==> src/rtl/reset_boot_system.sv <==
// reset_boot_system: boot-time reset sequencer.
// Holds downstream logic in reset for CYCLES clocks after the release of an
// asynchronous active-low reset has crossed a SYNC_STAGES-deep synchronizer,
// and restarts the same hold on a soft request while running.
//
// Ports:
//   clk            in   system clock, rising edge
//   reset          in   asynchronous active-low block reset
//   soft_reset_req in   synchronous restart request, honoured only in RUN
//   reset_o        out  active-high reset to downstream logic
//   ready          out  complement of reset_o
//   cause          out  last reset source: 00 power-on, 01 external, 10 soft
//   boot_count     out  completed sequences since last external reset, saturating
module reset_boot_system #(
    parameter int unsigned CYCLES      = 20,
    parameter int unsigned SYNC_STAGES = 2
) (
    input  logic       clk,
    input  logic       reset,
    input  logic       soft_reset_req,
    output logic       reset_o,
    output logic       ready,
    output logic [1:0] cause,
    output logic [7:0] boot_count
);

    localparam int unsigned CNT_W     = 16;
    localparam int unsigned BOOT_W    = 8;
    localparam logic [CNT_W-1:0]  LAST     = CNT_W'(CYCLES - 1);
    localparam logic [BOOT_W-1:0] BOOT_MAX = {BOOT_W{1'b1}};

    localparam logic [1:0] CAUSE_POR  = 2'b00;
    localparam logic [1:0] CAUSE_EXT  = 2'b01;
    localparam logic [1:0] CAUSE_SOFT = 2'b10;

    typedef enum logic {
        HOLD = 1'b0,
        RUN  = 1'b1
    } state_t;

    // Power-on values come from register initial values; the external reset
    // differs from them only in cause (01 instead of 00).
    logic [SYNC_STAGES-1:0] sync_q  = '0;
    state_t                 state   = HOLD;
    logic [CNT_W-1:0]       count   = '0;
    logic                   rst_q   = 1'b1;
    logic                   ready_q = 1'b0;
    logic [1:0]             cause_q = CAUSE_POR;
    logic [BOOT_W-1:0]      boot_q  = '0;

    logic released;

    // Reset-release synchronizer: cleared asynchronously, shifts in ones.
    always_ff @(posedge clk or negedge reset) begin
        if (!reset) begin
            sync_q <= '0;
        end else begin
            sync_q <= {sync_q[SYNC_STAGES-2:0], 1'b1};
        end
    end

    assign released = sync_q[SYNC_STAGES-1];

    // Sequencer FSM with registered outputs.
    always_ff @(posedge clk or negedge reset) begin
        if (!reset) begin
            state   <= HOLD;
            count   <= '0;
            rst_q   <= 1'b1;
            ready_q <= 1'b0;
            cause_q <= CAUSE_EXT;
            boot_q  <= '0;
        end else begin
            case (state)
                HOLD: begin
                    if (released) begin
                        if (count == LAST) begin
                            state   <= RUN;
                            count   <= '0;
                            rst_q   <= 1'b0;
                            ready_q <= 1'b1;
                            if (boot_q != BOOT_MAX) begin
                                boot_q <= boot_q + BOOT_W'(1);
                            end
                        end else begin
                            count <= count + CNT_W'(1);
                        end
                    end
                end
                RUN: begin
                    if (soft_reset_req) begin
                        state   <= HOLD;
                        count   <= '0;
                        rst_q   <= 1'b1;
                        ready_q <= 1'b0;
                        cause_q <= CAUSE_SOFT;
                    end
                end
                default: begin
                    state   <= HOLD;
                    count   <= '0;
                    rst_q   <= 1'b1;
                    ready_q <= 1'b0;
                end
            endcase
        end
    end

    assign reset_o    = rst_q;
    assign ready      = ready_q;
    assign cause      = cause_q;
    assign boot_count = boot_q;

endmodule

==> config.mk <==
export PLATFORM = sky130hd
export DESIGN_NAME = reset_boot_system
export DESIGN_NICKNAME = d
export VERILOG_FILES = /design/src/rtl/reset_boot_system.sv
export SDC_FILE = /design/constraint.sdc
export NUM_CORES = 1
export LEC_CHECK = 0
export BUFFER_PORTS_ARGS = -buffer_cell sky130_fd_sc_hd__buf_2
export CAP_MARGIN = 15
export CORE_MARGIN = 3
export CORE_UTILIZATION = 30
export DETAILED_ROUTE_END_ITERATION = 8
export GPL_TIMING_DRIVEN = 0
export PLACE_DENSITY = 0.45
export SYNTH_ARGS = -nofsm -noshare
export SYNTH_HDL_FRONTEND = slang
export SYNTH_SLANG_ARGS = --single-unit
export TNS_END_PERCENT = 100
==> constraint.sdc <==
create_clock -name clk -period 5.3 [get_ports clk]
set_clock_uncertainty 0.05 [all_clocks]
set_input_delay 1.06 -clock clk [delete_from_list [all_inputs] [get_ports clk]]
set_output_delay 1.06 -clock clk [all_outputs]
set_load 0.02 [all_outputs]
---- Word-level counts from Yosys, hierarchy flattened ----
Cells that the tools add are included.
word-level totals
  bits in registers ....................... 31
  input bits .............................. 3
  output and inout bits ................... 12
  word-level logic and storage cells ...... 35
cells by class
  add/subtract/negate cells ............... 2
  equality and inequality tests ........... 5
  multiplexer cells ....................... 16
  bitwise gates (word level) .............. 1
  reduce and logical (&&, ||, !) cells .... 4
operator list
  cell                                                              count
  16-bit 2-to-1 mux                                                 3
  16-bit one-hot mux with 2 select lines                            1
  16-bit by 1-bit adder with 16-bit output, second input constant   1
  16-bit by 5-bit == test with 1-bit output, second input constant  1
  1-bit 2-to-1 mux                                                  9
  8-bit by 1-bit adder with 8-bit output, second input constant     1
  8-bit != test, second input constant                              1
  2-bit != test, second input constant                              3
  1-bit one-hot mux with 2 select lines                             3
  2-bit AND reduction                                               2
  4-bit AND reduction                                               1
  3-bit AND reduction                                               1
  1-bit inverter                                                    1

---- Logic depth before layout (Yosys ltp) ----
Gate-level depths: netlist (run 1).
  depth after elaboration ................. 4
  mapped depth ............................ 6
  depth with buffers taken out ............ 5

---- Worst setup path before layout (run 1) ----
No wires, ideal clock.
  path kind ............................... input-to-reg
  start ................................... input soft_reset_req
  end ..................................... register count[12]
  arrival time ............................ 1950 ps
  data required time ...................... 5177 ps
  setup slack ............................. 3227 ps
  stages .................................. 4
  cells stage by stage .................... mux2_4 > nand2_4 > or4_4 > a21oi_2
between the ends
  word-level cells in the longest chain between the ends .. 2
RTL lines
  item                           RTL line  RTL
  from (decl)                    20        input logic soft_reset_req,
  2-bit != test (no line)        -
  2-bit AND reduction (no line)  -
  to (signal assigned)           86        count <= count + CNT_W'(1);
  to (decl)                      45        logic [CNT_W-1:0] count = '0;
No other way between the ends.
A chain may end at the register's enable or synchronous reset.

---- Final worst setup path (run 1) ----
  start ................................... register rst_q, in the netlist reset_o
  end ..................................... output reset_o
RTL lines
  item                    RTL line  RTL
  from (decl)             46        logic rst_q = 1'b1;
  from (signal assigned)  69        rst_q <= 1'b1;
  from (signal assigned)  80        rst_q <= 1'b0;
  from (signal assigned)  94        rst_q <= 1'b1;
  to (decl)               21        output logic reset_o,
No word-level cell between the ends.

==> results of run 1 <==
-- state kept, by name, indices dropped and copies added (netlist names) --
name,flops
cause,2
ready,1
sync_q,2
boot_count,8
reset_o,1
state,1
count,16
-- layout make-up --
class                   count  area share
plain buffers               3     0.01144
clock buffers               7     0.04363
clock inverters             1    0.002861
inverters                   2    0.004292
multi-input cells         104      0.4049
flip-flops and latches     31      0.4449
well taps                  67     0.04793
repair buffers             14     0.04006
-- kinds of logic (layout without fill, tap and decap cells) --
kind of cell | count (synthesis) | count (layout) | synth area share
compound gates | 22 | 22 | 0.09091
other cells | 1 | 1 | 0.002477
buf+inv | 5 | 27 | 0.01818
simple gates | 63 | 63 | 0.2579
flops | 31 | 31 | 0.5141
mux | 3 | 3 | 0.02479
fa+ha+maj | 2 | 2 | 0.01653
xor+xnor | 13 | 13 | 0.07521
-- power by group --
part / leakage, nW / total (mW) / switching, mW / internal [mW]
Sequential: 0.408 / 0.302 / 0.0310 / 0.271
Clock: 0.0422 / 0.177 / 0.0849 / 0.0920
Combinational: 0.362 / 0.116 / 0.0684 / 0.0475
-- through the flow --
| step | setup slack [ps] | instances |
|---|---|---|
| final | 3233 | 229 |
| after global routing | 3023 | 229 |
| after CTS | 3211 | 229 |
| after detailed placement | 3002 | 221 |
| after global placement | 3031 | 221 |
| after floorplan | 3227 | 140 |
-- per-layer routing --
layer | part of all wire | track usage
met3 | 0.035 | 0.03991
met4 | 0.015 | 0.04270
met5 | 0 | 0
met1 | 0.48 | 0.1521
met2 | 0.47 | 0.1821
-- worst paths after layout --
check | from | endpoint | slack [ps] | cells after the start
hold reg to reg | sync_q[0] | sync_q[1] | 300 | 0
max in group asynchronous | reset | count[0] | 3960 | 1
min in group asynchronous | reset | count[9] | 780 | 1
setup reg to reg | count[0] | count[14] | 3250 | 6
setup / recovery | reset_o | reset_o | 3230 | 1
hold / removal | sync_q[0] | sync_q[1] | 300 | 0
-- synth_stat cells (2+ instances only) --
library cell,number
nand2_1,8
nand2b_1,3
a21oi_1,8
nor2_1,10
and4_1,3
and2_1,3
dfrtp_1,29
nor4b_2,2
o21ai_0,4
nand2_2,2
nand2_4,2
ha_1,2
nor4_2,2
nand4_1,5
or3_1,3
inv_1,2
or4_1,3
mux2_2,2
buf_4,2
nor3_1,5
xor2_1,13
dfstp_2,2
o31ai_1,4
nand3_1,8
==> results.toml, run 1 <==
[sta]
relSlewSlack = 0.5265
setup_viol_count_final = 0
rsz0062_at_grt = "false"
fin_crit_sh = 0.3900
tns_ps = 0
slew_viol_final = 0
fmax_mhz = 483.8
fin_crit_ps = 2067
worst_pin_slew_ps = 710.3
whs_ps = 302.9
timing_hold_violations_final = 0

[floorplan]
core-area_um2 = 4786
die_height_um = 77.04
die_w_um = 77.04
io_pins = 15
dieArea_um2 = 5935
std_cell_rows = 25
start_util = 0.3163

[place]
placed_area_um2 = 1668
hpwlAfterDp_um = 2122
gp_congestion = 0.7327
portBuffers = 14

[clock_network]
clockBufferDepth = 2
clock-root-buffer = "clkbuf_8"
postCtsSetupBuffers = 0
cts.clk_slew.worst_paths_ps = 60
cts_resized = 0
cts_tree = "built"
cts-buffers-inserted = 5
worstSkewPairLatency_ps = 280
cts_sinks = 31
ctsHoldBuffers = 0
cts_max_level = 2

[power_and_ir_drop]
p_leak_nw = 0.8121
peakVddDrop_uv = 151.7
power_density_nw_per_um2 = 339.9
p_total_mw = 0.5945

[drt]
drt_iter0_drc = 64
vias_per_cell = 4.895
drtAntennaViolNets = 0
post_drt_wl_per_cell_um = 13.60
drc = 0
vias = 1121
firstDrtPassIters = 4
routed_wl_um = 3114

[worst_setup_path]
cp_slowest_stage_delay_ps = 530
required_ps = 4190
path_cells = "buf_2"
end_kind = "output port"
slowest_stage = "dfstp_2"
critical-path-top-delay-family = "flip-flops"
cp_max_fo = 2
cp.arrival_ps = 960
crit_path_start_kind = "register"
critical_path_class = "reg2out"
path_buf_inv = 1

[layout]
num-fill-cells = 506
stdcell_area_um2 = 1749
multiInputGateArea_um2 = 708.2
layout_common_cells = "dfrtp_1, buf_2, xor2_1, nor2_1"
nets = 166
utilization = 0.3655
seqCellArea_um2 = 778.2
drive_gt1_frac = 0.2346
syn2layout_area_growth_pct = 15.54
num_antenna_cells = 0
final_common_cell = "dfrtp_1"

[logic_synthesis]
synth_cell_types = 37
ys_ff_latch = 31
yosys-top-cells-area = "dfrtp_1, xor2_1, dfstp_2"
synth_area_per_cell_um2 = 10.81
ys_warn_count = 0
syn_inst = 140
synth_area_um2 = 1514
synthArstFlopShare = 1.000
yosysTopAreaCellShare = 0.4793
synth_seq_area_share = 0.5140
synth_flop_cell = "dfrtp_1"
synth_edf_count = 0
syn-num-nets = 145
synth_area_leader_cell = "dfrtp_1"

[run_status]
status = "finished clean"

[global_routing]
grt_max_degree = 32
track_usage = 0.1175
grt_pass1_vias = 1092
grt_pass1_wl_um = 5451
grt_overflow = 0
antenna_found_initial = 0

[job]
max_cap_viol_count = 0

[hold_path]
min_path_type = "reg2reg"
No activity file was read; power rests on OpenSTA's default activity.
==> inputs of run 2 (changes only) <==
ABC_AREA = 1   (was unset)
clock period = 1.96 ns   (was 5.3 ns; I/O delays follow)
==> run 2 against run 1 <==
Register-to-register slack got worse by 2900 ps. Hold slack worse by 190 ps. Die area is 16% higher. Via count is 32% higher. Global-route usage grew 0.56 points. Non-clock buffer count fell by 1. Combinational power increased to 3.7 times the previous value. Largest power group unchanged. Power grew to 3.0 times the previous value. Wire length grew 25%.
==> results.toml, run 2 <==
[run_status]
status = "finished clean"

[sta]
fmax_mhz = 625.2
timing_hold_violations_final = 0
tns_ps = 0
worst_pin_slew_ps = 732.1
fin_crit_sh = 0.8161
relSlewSlack = 0.5119
fin_crit_ps = 1600
slew_viol_final = 0
rsz0062_at_grt = "false"
setup_viol_count_final = 0

[clock_network]
cts_max_level = 2
clock-root-buffer = "clkbuf_8"
postCtsSetupBuffers = 0
clockBufferDepth = 2
cts_resized = 0
cts.clk_slew.worst_paths_ps = 70
ctsHoldBuffers = 0
cts_sinks = 31
cts-buffers-inserted = 5
cts_tree = "built"
worstSkewPairLatency_ps = 280

[layout]
final_common_cell = "nand2_1"
largest_reg_flops = 16
syn2layout_area_growth_pct = 13.51
layout_common_cells = "nand2_1, nor2_1, dfrtp_1, nand3_1, inv_1"
top_register = "count"
nets = 258
num-fill-cells = 645
num_antenna_cells = 0
drive_gt1_frac = 0.1929

[worst_setup_path]
r2r_cells = 8
end_kind = "register"
cp_max_fo = 7
cp_slowest_stage_delay_ps = 390
critical_path_class = "reg2reg"
required_ps = 2060
path_buf_inv = 1
path_cells = "ha_1, nand3_1, nor2_4, nand2_4, nand2_1, nand2_2, inv_2, nor2_1"
slowest_stage = "dfrtp_1"
crit_path_start_kind = "register"
cp.depth = 8
critical-path-top-delay-family = "simple AND/OR/NAND/NOR gates"
cp.arrival_ps = 1700

[drt]
firstDrtPassIters = 4
vias_per_cell = 4.534
vias = 1478
drc = 0
drtAntennaViolNets = 0
routed_wl_um = 3883
drt_iter0_drc = 60
post_drt_wl_per_cell_um = 11.91

[logic_synthesis]
synthTopCellsByCount = "nand2_1, nor2_1, dfrtp_1"
synthSimpleGateAreaFrac = 0.4075
synth-xor-area-share = 0.04433
yosys-top-cells-area = "dfrtp_1, nand2_1, nor2_1"
yosys.cell_count.top_type = "nand2_1"
synth_fa_ha_area_frac = 0.01407
synth_edf_count = 0
synth_top_family_by_area = "simple AND/OR/NAND/NOR gates"
synth_cell_types = 30
synth_area_per_cell_um2 = 7.664
synthMuxAreaShare = 0
syn-num-nets = 237
synth_flop_cell = "dfrtp_1"
synth_area_um2 = 1778
syn_inst = 232
synth-compound-area-share = 0.03237
synth_area_leader_cell = "dfrtp_1"
synth_seq_area_share = 0.4377
ys_warn_count = 0
ys_ff_latch = 31
yosysTopAreaCellShare = 0.4082
synthArstFlopShare = 1.000

[floorplan]
core-area_um2 = 5608
dieArea_um2 = 6887
start_util = 0.3170
io_pins = 15
std_cell_rows = 27
die_w_um = 82.99
die_height_um = 82.99

[hold_path]
min_path_type = "in2async"

[power_and_ir_drop]
peakVddDrop_uv = 355.6
p_total_mw = 1.760
power_density_nw_per_um2 = 871.9
p_leak_nw = 1.055

[place]
portBuffers = 14
gp_congestion = 0.7924
hpwlAfterDp_um = 2847

[global_routing]
grt_max_degree = 32
antenna_found_initial = 0
grt_pass1_vias = 1401
grt_overflow = 0
track_usage = 0.1231
grt_pass1_wl_um = 7010

[job]
max_cap_viol_count = 0
-- run 2: changes by cell type after synthesis, moves of 4 or more --
cell,delta
nand2_1,+61
nor2_1,+24
inv_1,+15
nand3_1,+13
inv_2,+7
xor2_1,-7
a21oi_1,-5
o31ai_1,-4
-- run 2: cells by family (layout without fill, tap and decap cells) --
group,after synthesis,after routing
simple gates,151,151
buf+inv,27,49
xor+xnor,9,9
flops,31,31
fa+ha+maj,2,2
other cells,1,1
compound gates,11,11
-- run 2: metrics by stage --
stage                     utilization  area (um2)  setup slack [ps]  instances  hold WS [ps]
after floorplan                     -        1778             459.5        232         46.41
after detailed placement       0.3456        1938             358.7        318         292.6
final                          0.3599        2018             360.4        326         117.2
after CTS                      0.3599        2018             343.8        326         149.4
after global placement         0.3456        1938             365.6        318         289.7
after global routing           0.3599        2018             206.9        326         169.3
-- run 2: final timing paths --
kind | from | end | slack, ps
max in group asynchronous | reset | boot_count[2] | 1260
worst min register to register | sync_q[0] | sync_q[1] | 310
worst max register to register | count[0] | count[9] | 360
worst max-delay path | count[0] | count[9] | 360
min in group clk | soft_reset_req | state | 270
worst min-delay path | reset | count[6] | 120
-- run 2: report_power, final --
part           internal (mW)  leakage [nW]  total [mW]  switching [mW]
Combinational          0.162         0.615       0.427           0.265
Sequential             0.740         0.400       0.847           0.107
Clock                  0.252        0.0395       0.485           0.233
-- run 2: layout make-up --
type	count	area, um2	area share
tap	72	90.09	0.04464
inverter	25	93.84	0.04650
clock buffer	8	80.08	0.03968
sequential	31	778.2	0.3856
timing repair buffer	14	70.07	0.03472
multi-input combinational	174	889.6	0.4408
buffer	2	16.27	0.008059
-- run 2: metal layers --
metal | up-vias | track usage | wire, um
met1 | 695 | 0.1814 | 2056
met5 | - | 0 | 0
met3 | 2 | 0.03175 | 107
li1 | 765 | - | -
met4 | 0 | 0.03566 | 23
met2 | 16 | 0.1757 | 1695
